`src/rtl/bus_master_arbiter_pkg.sv`:
```
// Shared system-bus definitions: strobe/grant polarities, direction codes,
// channel count, owner index width and word widths.
// Latency: n/a (constants and types only). Backpressure: n/a.
package bus_master_arbiter_pkg;

  // Active-low control encodings used on every bus strobe/grant/request.
  localparam logic ENABLE_  = 1'b0;
  localparam logic DISABLE_ = 1'b1;

  // Direction on mN_rw / s_rw.
  localparam logic READ  = 1'b1;
  localparam logic WRITE = 1'b0;

  localparam int BUS_MASTER_CH = 4;
  localparam int BUS_OWNER_W   = 2;
  localparam int WORD_ADDR_W   = 30;
  localparam int WORD_DATA_W   = 32;

  typedef logic [BUS_OWNER_W-1:0]   owner_t;
  typedef logic [BUS_MASTER_CH-1:0] req_vec_t;

endpackage

```
`src/rtl/bus_master_arbiter_if.sv`:
```
// Master-side channels plus the common slave-side bus of the arbiter.
// Latency: n/a (wires only). Backpressure: s_rdy_ from the slave-side mux.
// Ports: per-master req_/addr/as_/rw/wr_data in, grnt_ out; s_rdy_ in, s_* out.
interface bus_master_arbiter_if #(
  parameter int NUM_MASTERS = bus_master_arbiter_pkg::BUS_MASTER_CH,
  parameter int ADDR_W      = bus_master_arbiter_pkg::WORD_ADDR_W,
  parameter int DATA_W      = bus_master_arbiter_pkg::WORD_DATA_W
);
  import bus_master_arbiter_pkg::*;

  // Master channels, bit/element N belongs to master N. All control active-low.
  logic [NUM_MASTERS-1:0] req_;
  logic [ADDR_W-1:0]      addr    [NUM_MASTERS];
  logic [NUM_MASTERS-1:0] as_;
  logic [NUM_MASTERS-1:0] rw;
  logic [DATA_W-1:0]      wr_data [NUM_MASTERS];
  logic [NUM_MASTERS-1:0] grnt_;

  // Common slave-side bus.
  logic              s_rdy_;
  logic [ADDR_W-1:0] s_addr;
  logic              s_as_;
  logic              s_rw;
  logic [DATA_W-1:0] s_wr_data;

  // Arbiter view: consumes master requests, drives grants and the shared bus.
  modport slave (
    input  req_, addr, as_, rw, wr_data, s_rdy_,
    output grnt_, s_addr, s_as_, s_rw, s_wr_data
  );

  // Requester/environment view.
  modport master (
    output req_, addr, as_, rw, wr_data, s_rdy_,
    input  grnt_, s_addr, s_as_, s_rw, s_wr_data
  );

endinterface

```
`src/rtl/bus_rr_pick.sv`:
```
// Rotating-priority picker: first active request after the current owner.
// Latency: combinational. Backpressure: n/a.
// Ports: req (active-high vector), owner in; next_owner, found out.
module bus_rr_pick
  import bus_master_arbiter_pkg::*;
(
  input  req_vec_t req,
  input  owner_t   owner,
  output owner_t   next_owner,
  output logic     found
);

  owner_t cand;

  // The owner itself is never a candidate; found=0 means nobody else wants
  // the bus. Scanning from the farthest offset down lets the nearest
  // requester (owner+1 first) overwrite the result last.
  always_comb begin
    next_owner = owner;
    found      = 1'b0;
    cand       = owner;
    for (int i = BUS_MASTER_CH - 1; i >= 1; i--) begin
      cand = owner + owner_t'(i);
      if (req[cand]) begin
        next_owner = cand;
        found      = 1'b1;
      end
    end
  end

endmodule

```
`src/rtl/bus_master_arbiter.sv`:
```
// Round-robin bus arbiter with owner parking and master-to-slave bus mux.
// Latency: grant changes at the edge that samples the release, visible next cycle; mux follows grant.
// Backpressure: an open transfer (strobe without s_rdy_) freezes ownership until s_rdy_ completes it.
// Ports: clk, reset (sync, active-high); bus = slave modport of bus_master_arbiter_if.
module bus_master_arbiter
  import bus_master_arbiter_pkg::*;
#(
  parameter int HOLD_MAX = 0
) (
  input  logic                 clk,
  input  logic                 reset,
  bus_master_arbiter_if.slave  bus
);

  localparam int HOLD_W = (HOLD_MAX > 0) ? $clog2(HOLD_MAX + 1) : 1;
  localparam logic [HOLD_W-1:0] HOLD_LIM = HOLD_W'(HOLD_MAX);

  owner_t            owner;
  logic              busy;
  logic [HOLD_W-1:0] hold_cnt;
  req_vec_t          grnt_q;

  req_vec_t req_vec;
  owner_t   pick;
  logic     pick_found;
  logic     sel_as;
  logic     owner_req;
  logic     strobe_open;
  logic     hold_full;
  logic     do_handover;
  logic     do_preempt;
  logic     move;

  assign req_vec = ~bus.req_;

  bus_rr_pick u_pick (
    .req        (req_vec),
    .owner      (owner),
    .next_owner (pick),
    .found      (pick_found)
  );

  // Mux is not gated by req_: an idle granted master keeps its strobe high.
  assign sel_as        = bus.as_[owner];
  assign bus.s_addr    = bus.addr[owner];
  assign bus.s_as_     = sel_as;
  assign bus.s_rw      = bus.rw[owner];
  assign bus.s_wr_data = bus.wr_data[owner];
  assign bus.grnt_     = grnt_q;

  assign owner_req = req_vec[owner];

  // A strobe that is not completed this cycle opens a transfer; it must
  // block handover at this same edge even though busy is not yet set.
  assign strobe_open = (sel_as == ENABLE_) && (bus.s_rdy_ == DISABLE_);

  assign hold_full = (HOLD_MAX > 0) && (hold_cnt == HOLD_LIM);

  // pick_found already implies another master is requesting.
  assign do_handover = !busy && !strobe_open && !owner_req && pick_found;
  assign do_preempt  = hold_full && !busy && (sel_as == DISABLE_) && pick_found;
  assign move        = do_handover || do_preempt;

  always_ff @(posedge clk) begin
    if (reset) begin
      owner    <= '0;
      busy     <= 1'b0;
      hold_cnt <= '0;
      grnt_q   <= {DISABLE_, DISABLE_, DISABLE_, ENABLE_};
    end else begin
      if (move) begin
        owner  <= pick;
        grnt_q <= ~(req_vec_t'(1) << pick);
      end

      // Completion wins over a new strobe: zero-wait accesses never set busy.
      if (bus.s_rdy_ == ENABLE_) begin
        busy <= 1'b0;
      end else if (sel_as == ENABLE_) begin
        busy <= 1'b1;
      end

      // Tenure counter only runs while the owner is contended.
      if (move || !pick_found) begin
        hold_cnt <= '0;
      end else if (owner_req && (hold_cnt != HOLD_LIM)) begin
        hold_cnt <= hold_cnt + 1'b1;
      end
    end
  end

endmodule

```
`src/flat_wrapper.sv`:
```
// flat-port wrapper written by rule: the top's interface ports become plain ports
module bus_master_arbiter_flat import bus_master_arbiter_pkg::*;
#(
  parameter int HOLD_MAX = 0
)
  (clk, reset, bus_req_, bus_addr, bus_as_, bus_rw, bus_wr_data, bus_s_rdy_, bus_grnt_, bus_s_addr, bus_s_as_, bus_s_rw, bus_s_wr_data);
  bus_master_arbiter_if bus_i ();
  input  logic clk;
  input  logic reset;
  input wire logic [$bits(bus_i.req_)-1:0] bus_req_;
  input wire logic [$bits(bus_i.addr)-1:0] bus_addr;
  input wire logic [$bits(bus_i.as_)-1:0] bus_as_;
  input wire logic [$bits(bus_i.rw)-1:0] bus_rw;
  input wire logic [$bits(bus_i.wr_data)-1:0] bus_wr_data;
  input wire logic [$bits(bus_i.s_rdy_)-1:0] bus_s_rdy_;
  output wire logic [$bits(bus_i.grnt_)-1:0] bus_grnt_;
  output wire logic [$bits(bus_i.s_addr)-1:0] bus_s_addr;
  output wire logic [$bits(bus_i.s_as_)-1:0] bus_s_as_;
  output wire logic [$bits(bus_i.s_rw)-1:0] bus_s_rw;
  output wire logic [$bits(bus_i.s_wr_data)-1:0] bus_s_wr_data;
  assign bus_i.req_ = bus_req_;
  assign bus_i.addr = {>>{bus_addr}};
  assign bus_i.as_ = bus_as_;
  assign bus_i.rw = bus_rw;
  assign bus_i.wr_data = {>>{bus_wr_data}};
  assign bus_i.s_rdy_ = bus_s_rdy_;
  assign bus_grnt_ = bus_i.grnt_;
  assign bus_s_addr = bus_i.s_addr;
  assign bus_s_as_ = bus_i.s_as_;
  assign bus_s_rw = bus_i.s_rw;
  assign bus_s_wr_data = bus_i.s_wr_data;
  bus_master_arbiter #(.HOLD_MAX(HOLD_MAX)) u_core (.clk(clk), .reset(reset), .bus(bus_i));
endmodule
```
`config.mk`:
```
export PLATFORM = sky130hd
export DESIGN_NAME = bus_master_arbiter_flat
export DESIGN_NICKNAME = d
export VERILOG_FILES = /design/src/rtl/bus_master_arbiter_pkg.sv /design/src/rtl/bus_master_arbiter_if.sv /design/src/rtl/bus_rr_pick.sv /design/src/rtl/bus_master_arbiter.sv /design/src/flat_wrapper.sv
export SDC_FILE = /design/constraint.sdc
export NUM_CORES = 1
export LEC_CHECK = 0
export ABC_AREA = 1
export BUFFER_PORTS_ARGS = -buffer_cell sky130_fd_sc_hd__buf_2
export CAP_MARGIN = 0
export CORE_AREA = 2 2 130 132
export CTS_CLUSTER_DIAMETER = 60
export DETAILED_ROUTE_END_ITERATION = 8
export DIE_AREA = 0 0 132 134
export HOLD_SLACK_MARGIN = 0.05
export PLACE_DENSITY = 0.55
export SLEW_MARGIN = 20
export SYNTH_ARGS = -nofsm -noshare
export SYNTH_HDL_FRONTEND = slang
export SYNTH_HIERARCHICAL = 1
export SYNTH_SLANG_ARGS = --single-unit
```
`constraint.sdc`:
```
create_clock -name clk -period 1.8 [get_ports clk]
set_input_delay 0.27 -clock clk [delete_from_list [all_inputs] [get_ports clk]]
set_output_delay 0.27 -clock clk [all_outputs]
set_load 0.02 [all_outputs]
```
=== Word-level counts from Yosys, hierarchy flattened ===
Cells that the tools add are included.

* Shifts and indexed selects: 1
* Order comparisons: 5
* Muxes and demuxes: 24
* $add $sub $neg: 3
* Bitwise operators: 5
* Reductions and logical operators: 8

{| class="wikitable"
|+ Operators with widths
! kind !! count
|-
| binary-select mux 32 bit (select 2 bit) || 1
|-
| two-way mux 32 bit || 2
|-
| binary-select mux 30 bit (select 2 bit) || 1
|-
| two-way mux 30 bit || 2
|-
| binary-select mux 1 bit (select 2 bit) || 6
|-
| < comparator 2 x 3 -> 1 bit, second input constant || 4
|-
| two-way mux 1 bit || 9
|-
| inverter 4 bit || 2
|-
| two-way mux 2 bit || 3
|-
| adder 2 bit, second input constant || 2
|-
| logical AND 1 bit || 4
|-
| << shifter 1 x 2 -> 4 bit, first input constant || 1
|-
| >= comparator 3 bit, second input constant || 1
|-
| logical NOT 1 bit || 3
|-
| inverter 2 -> 3 bit || 1
|-
| adder 2 x 1 -> 2 bit, second input constant || 1
|-
| inverter 1 bit || 2
|-
| OR reduction 2 bit || 1
|}

* Input bits: 263
* Register bits after elaboration: 7
* Word-level logic and storage cells: 49
* Output and inout bits: 68

=== Depth between registers and ports, before layout ===
* Depth in word-level cells: 8
* Depth in mapped cells: 13
* Gate-level depth less buffers: 13

=== Cells and area by module ===
Netlist, hierarchy kept.

{| class="wikitable"
|+ Modules (own cells, without submodules)
! module !! times used !! cells each !! sequential area each (µm²) !! area an instance (µm²)
|-
| bus_master_arbiter || 1 || 418 || 140.1 || 2,162.1
|-
| bus_rr_pick || 1 || 46 || 0.0 || 211.5
|}

=== Least setup slack after synthesis ===
Ideal clock, no wire load.

* Path kind: reg-to-output
* From: reg u_core.owner[1]
* To: out bus_s_addr[20]
* Cell stages (with the launch flop): 5
* Slack: 0.137 ns
* Path buffers: 2
* Arrival: 1.393 ns
* Data required time: 1.530 ns
* Cell sequence: dfxtp_1 buf_2 clkbuf_1 o21ai_0 o22ai_1

* Cells in the longest elaborated chain, start to end: 4

{| class="wikitable"
|+ Ends and longest elaborated chain
! element !! RTL line !! RTL
|-
| start, declared || bus_master_arbiter.sv:18 || <nowiki>owner_t owner;</nowiki>
|-
| start signal, assigned || bus_master_arbiter.sv:72 || <nowiki>owner <= pick;</nowiki>
|-
| inverter 2 -> 3 bit (implied by the code) || bus_master_arbiter.sv:45 || <nowiki>assign bus.s_addr = bus.addr[owner];</nowiki>
|-
| binary-select mux 30 bit (select 2 bit) || bus_master_arbiter.sv:45 ||
|-
| two-way mux 30 bit (implied by the code) (2 in series) || bus_master_arbiter.sv:45 ||
|-
| end, declared || flat_wrapper.sv:17 || <nowiki>output wire logic [$bits(bus_i.s_addr)-1:0] bus_s_addr;</nowiki>
|}

No other way between the ends. The select of a mux whose other input is x is not followed.

=== Worst setup path in the final report ===
* From: reg u_core.owner[0]
* To: out bus_s_wr_data[0]

* Cells in the longest elaborated chain, start to end: 4

{| class="wikitable"
|+ Ends and longest elaborated chain
! element !! RTL line !! RTL
|-
| inverter 2 -> 3 bit (implied by the code) || bus_master_arbiter.sv:48 || <nowiki>assign bus.s_wr_data = bus.wr_data[owner];</nowiki>
|-
| binary-select mux 32 bit (select 2 bit) || bus_master_arbiter.sv:48 ||
|-
| two-way mux 32 bit (implied by the code) (2 in series) || bus_master_arbiter.sv:48 ||
|-
| end, declared || flat_wrapper.sv:20 || <nowiki>output wire logic [$bits(bus_i.s_wr_data)-1:0] bus_s_wr_data;</nowiki>
|}

No other way between the ends. The select of a mux whose other input is x is not followed.

==> results.sh <==
export IMPL_clk_latency_ps=230
export IMPL_antenna_found_initial=0
export IMPL_fin_skew_ps=0.2177
export IMPL_max_slew_margin_pct=77.28
export IMPL_drtAntennaViolNets=0
export IMPL_setup_violations=0
export IMPL_avgViaCountPerCell=4.399
export IMPL_yosys_warnings=6
export IMPL_htreeDepth=1
export IMPL_wl_per_cell_um=13.31
export IMPL_synth_compound_area_share_pct=44.33
export IMPL_status="completed"
export IMPL_drcViolationCount=0
export IMPL_die_w_um=132
export IMPL_nets=1037
export IMPL_synth_top_family_by_area="compound AO/OA/AOI/OAI gates"
export IMPL_post_dp_hpwl_um=10350
export IMPL_ys_types=25
export IMPL_layout_common_cells="316 x buf_2, 127 x nor2_1, 86 x o21ai_0"
export IMPL_syn_avg_cell_area_um2=5.115
export IMPL_port_buffers=330
export IMPL_cts_made_buffers=3
export IMPL_drive_gt1_share_pct=48.90
export IMPL_place_gp_congestion=0.8210
export IMPL_worstHoldPathType="in -> reg"
export IMPL_finalMaxSlewViolations=0
export IMPL_rows=47
export IMPL_finalHoldViolCount=0
export IMPL_muxShareOfSynthArea_pct=0
export IMPL_power_density_nw_per_um2=1537
export IMPL_synth_fa_ha_area_share_pct=0
export IMPL_maxCapViolCount=0
export IMPL_required_ps=1530
export IMPL_clock_tree_buffer_depth=2
export IMPL_cp_start_kind="flop"
export IMPL_ys_seq_area_share_pct=5.904
export IMPL_vias=4368
export IMPL_worstRegToRegCells=13
export IMPL_whs_path_depth=2
export IMPL_clk_pin_slew_ps=40
export IMPL_fp_dieH_um=134
export IMPL_rsz0062_at_grt="yes"
export IMPL_netlist_area_um2=2374
export IMPL_cts_tree="built"
export IMPL_fin_tns_setup_ps=0
export IMPL_first_iter_violations=378
export IMPL_cts_sinks=7
export IMPL_core_area_um2=16290
export IMPL_fin_ws_ps=19.43
export IMPL_crit_arrival_ps=1510
export IMPL_grt_pass1_vias=4128
export IMPL_syn_to_final_growth_pct=88.14
export IMPL_overflow=0
export IMPL_ys_ff_latch=7
export IMPL_synthesis_nets=727
export IMPL_start_util_pct=14.57
export IMPL_synth_xor_area_share_pct=0
export IMPL_io_pins=331
export IMPL_worst_slew_pin_slew_ps=337.3
export IMPL_grt_first_pass_wirelength_um=20230
export IMPL_routed_wl_um=13210
export IMPL_leakage_nw=2.365
export IMPL_root_buffer="clkbuf_16"
export IMPL_drt_pre_antenna_iters=5
export IMPL_synthSimpleGateAreaFrac_pct=36.27
export IMPL_hold_ws_ps=256.7
export IMPL_grt_total_usage_pct=13.50
export IMPL_grt_max_degree=69
export IMPL_fmax_mhz=561.6
export IMPL_synthCells=464
export IMPL_period_minus_slack_ps=1781
export IMPL_timing_setup_critical_path_class="reg -> out"
export IMPL_cp_max_fo=27
export IMPL_endpoint_kind="output pin"
export IMPL_diodes=0
export IMPL_pre_cts_ws_ps=123.4
export IMPL_layout_commonest_cell="buf_2"
export IMPL_peakVddDrop_uv=895.4
export IMPL_post_route_period_util_pct=98.92
export IMPL_dieArea_um2=17690
-- through the flow --
stage | cells | utilization [%] | power (mW) | area [um^2]
global placement | 985 | 26.18 | 6.208 | 4264
global route | 993 | 27.41 | 7.494 | 4466
CTS | 992 | 26.91 | 6.689 | 4383
finish | 993 | 27.41 | 6.862 | 4466
floorplan | 464 | - | 4.273 | 2374
detailed placement | 985 | 26.18 | 6.204 | 4264
-- metal layers --
metal | up-vias | share of wire (%) | routed length, um | GRT usage, %
met4 | 0 | 1.9 | 245 | 3.200
met3 | 20 | 7.0 | 922 | 2.154
met2 | 189 | 49 | 6538 | 24.19
met1 | 1933 | 42 | 5507 | 16.92
met5 | - | 0 | 0 | 0
li1 | 2226 | - | - | -
-- final timing paths --
| kind | end | slack (ps) | from |
|---|---|---|---|
| setup / recovery | bus_s_wr_data[0] | 20 | u_core/owner[0]$_SDFFE_PP0P_ |
| hold reg to reg | u_core/bus.grnt_[3]$_SDFFE_PP1P_ | 460 | u_core/bus.grnt_[3]$_SDFFE_PP1P_ |
| hold / removal | u_core/owner[0]$_SDFFE_PP0P_ | 260 | reset |
| setup reg to reg | u_core/bus.grnt_[0]$_SDFFE_PP0P_ | 80 | u_core/owner[0]$_SDFFE_PP0P_ |
-- flip-flops by register name, summed over array words and instances, names as in the netlist --
register	cells
u_core/owner	2
u_core/busy	1
u_core/bus.grnt_	4
-- report_power, final --
part	internal, mW	total [mW]	switching, mW
clock network	0.294	0.372	0.0778
logic	2.29	6.15	3.86
registers	0.236	0.343	0.107
-- timing repair --
item,CTS,global route
setup endpoints to repair,59,56
gates resized for setup,4,28
pin swaps,0,3
hold buffers,0,0
buffers inserted,3,1
hold endpoints to repair,0,0
-- cell type report --
cell class	instances	area, um^2
fill	1853	11820
multi-input combinational	393	1937
timing repair buffer	348	1936
tap	220	275.3
sequential	7	147.6
inverter	21	91.34
clock buffer	4	78.83
-- critical path, cell delays in order, from the launching register on --
cell and delay, ps:
dfxtp_4 430, inv_8 80, buf_12 160, o21ai_0 300, o22ai_1 120, buf_2 170
-- synth_stat cells --
| cell type | count | share of area (%) |
|---|---|---|
| o21ai_0 | 88 | 19 |
| o21ai_1 | 39 | 8.2 |
| clkbuf_1 | 20 | 3.2 |
| nand2_4 | 4 | 1.9 |
| inv_2 | 3 | 0.47 |
| inv_6 | 1 | 0.37 |
| dfxtp_1 | 7 | 5.9 |
| buf_6 | 2 | 0.95 |
| nand2_1 | 40 | 6.3 |
| or2_1 | 2 | 0.53 |
| dlygate4sd1_1 | 5 | 1.8 |
| nor2_4 | 1 | 0.47 |
| nand2_2 | 5 | 1.3 |
| nand3b_1 | 1 | 0.32 |
| inv_1 | 17 | 2.7 |
| buf_4 | 6 | 1.9 |
| o211ai_1 | 1 | 0.32 |
| nor2_1 | 127 | 20 |
| nand3_1 | 14 | 3.0 |
| a21oi_1 | 3 | 0.63 |
| buf_2 | 10 | 2.1 |
| nor2_2 | 1 | 0.26 |
| nand3_2 | 3 | 1.3 |
| o22ai_1 | 63 | 17 |
| nor2_8 | 1 | 0.84 |
-- cells by family after synthesis --
kind of cell / count (synthesis)
flip-flops: 7
AO/OA/AOI/OAI: 194
buffers and inverters: 64
AND/OR/NAND/NOR: 199
Power figures use the tool's default switching activity.
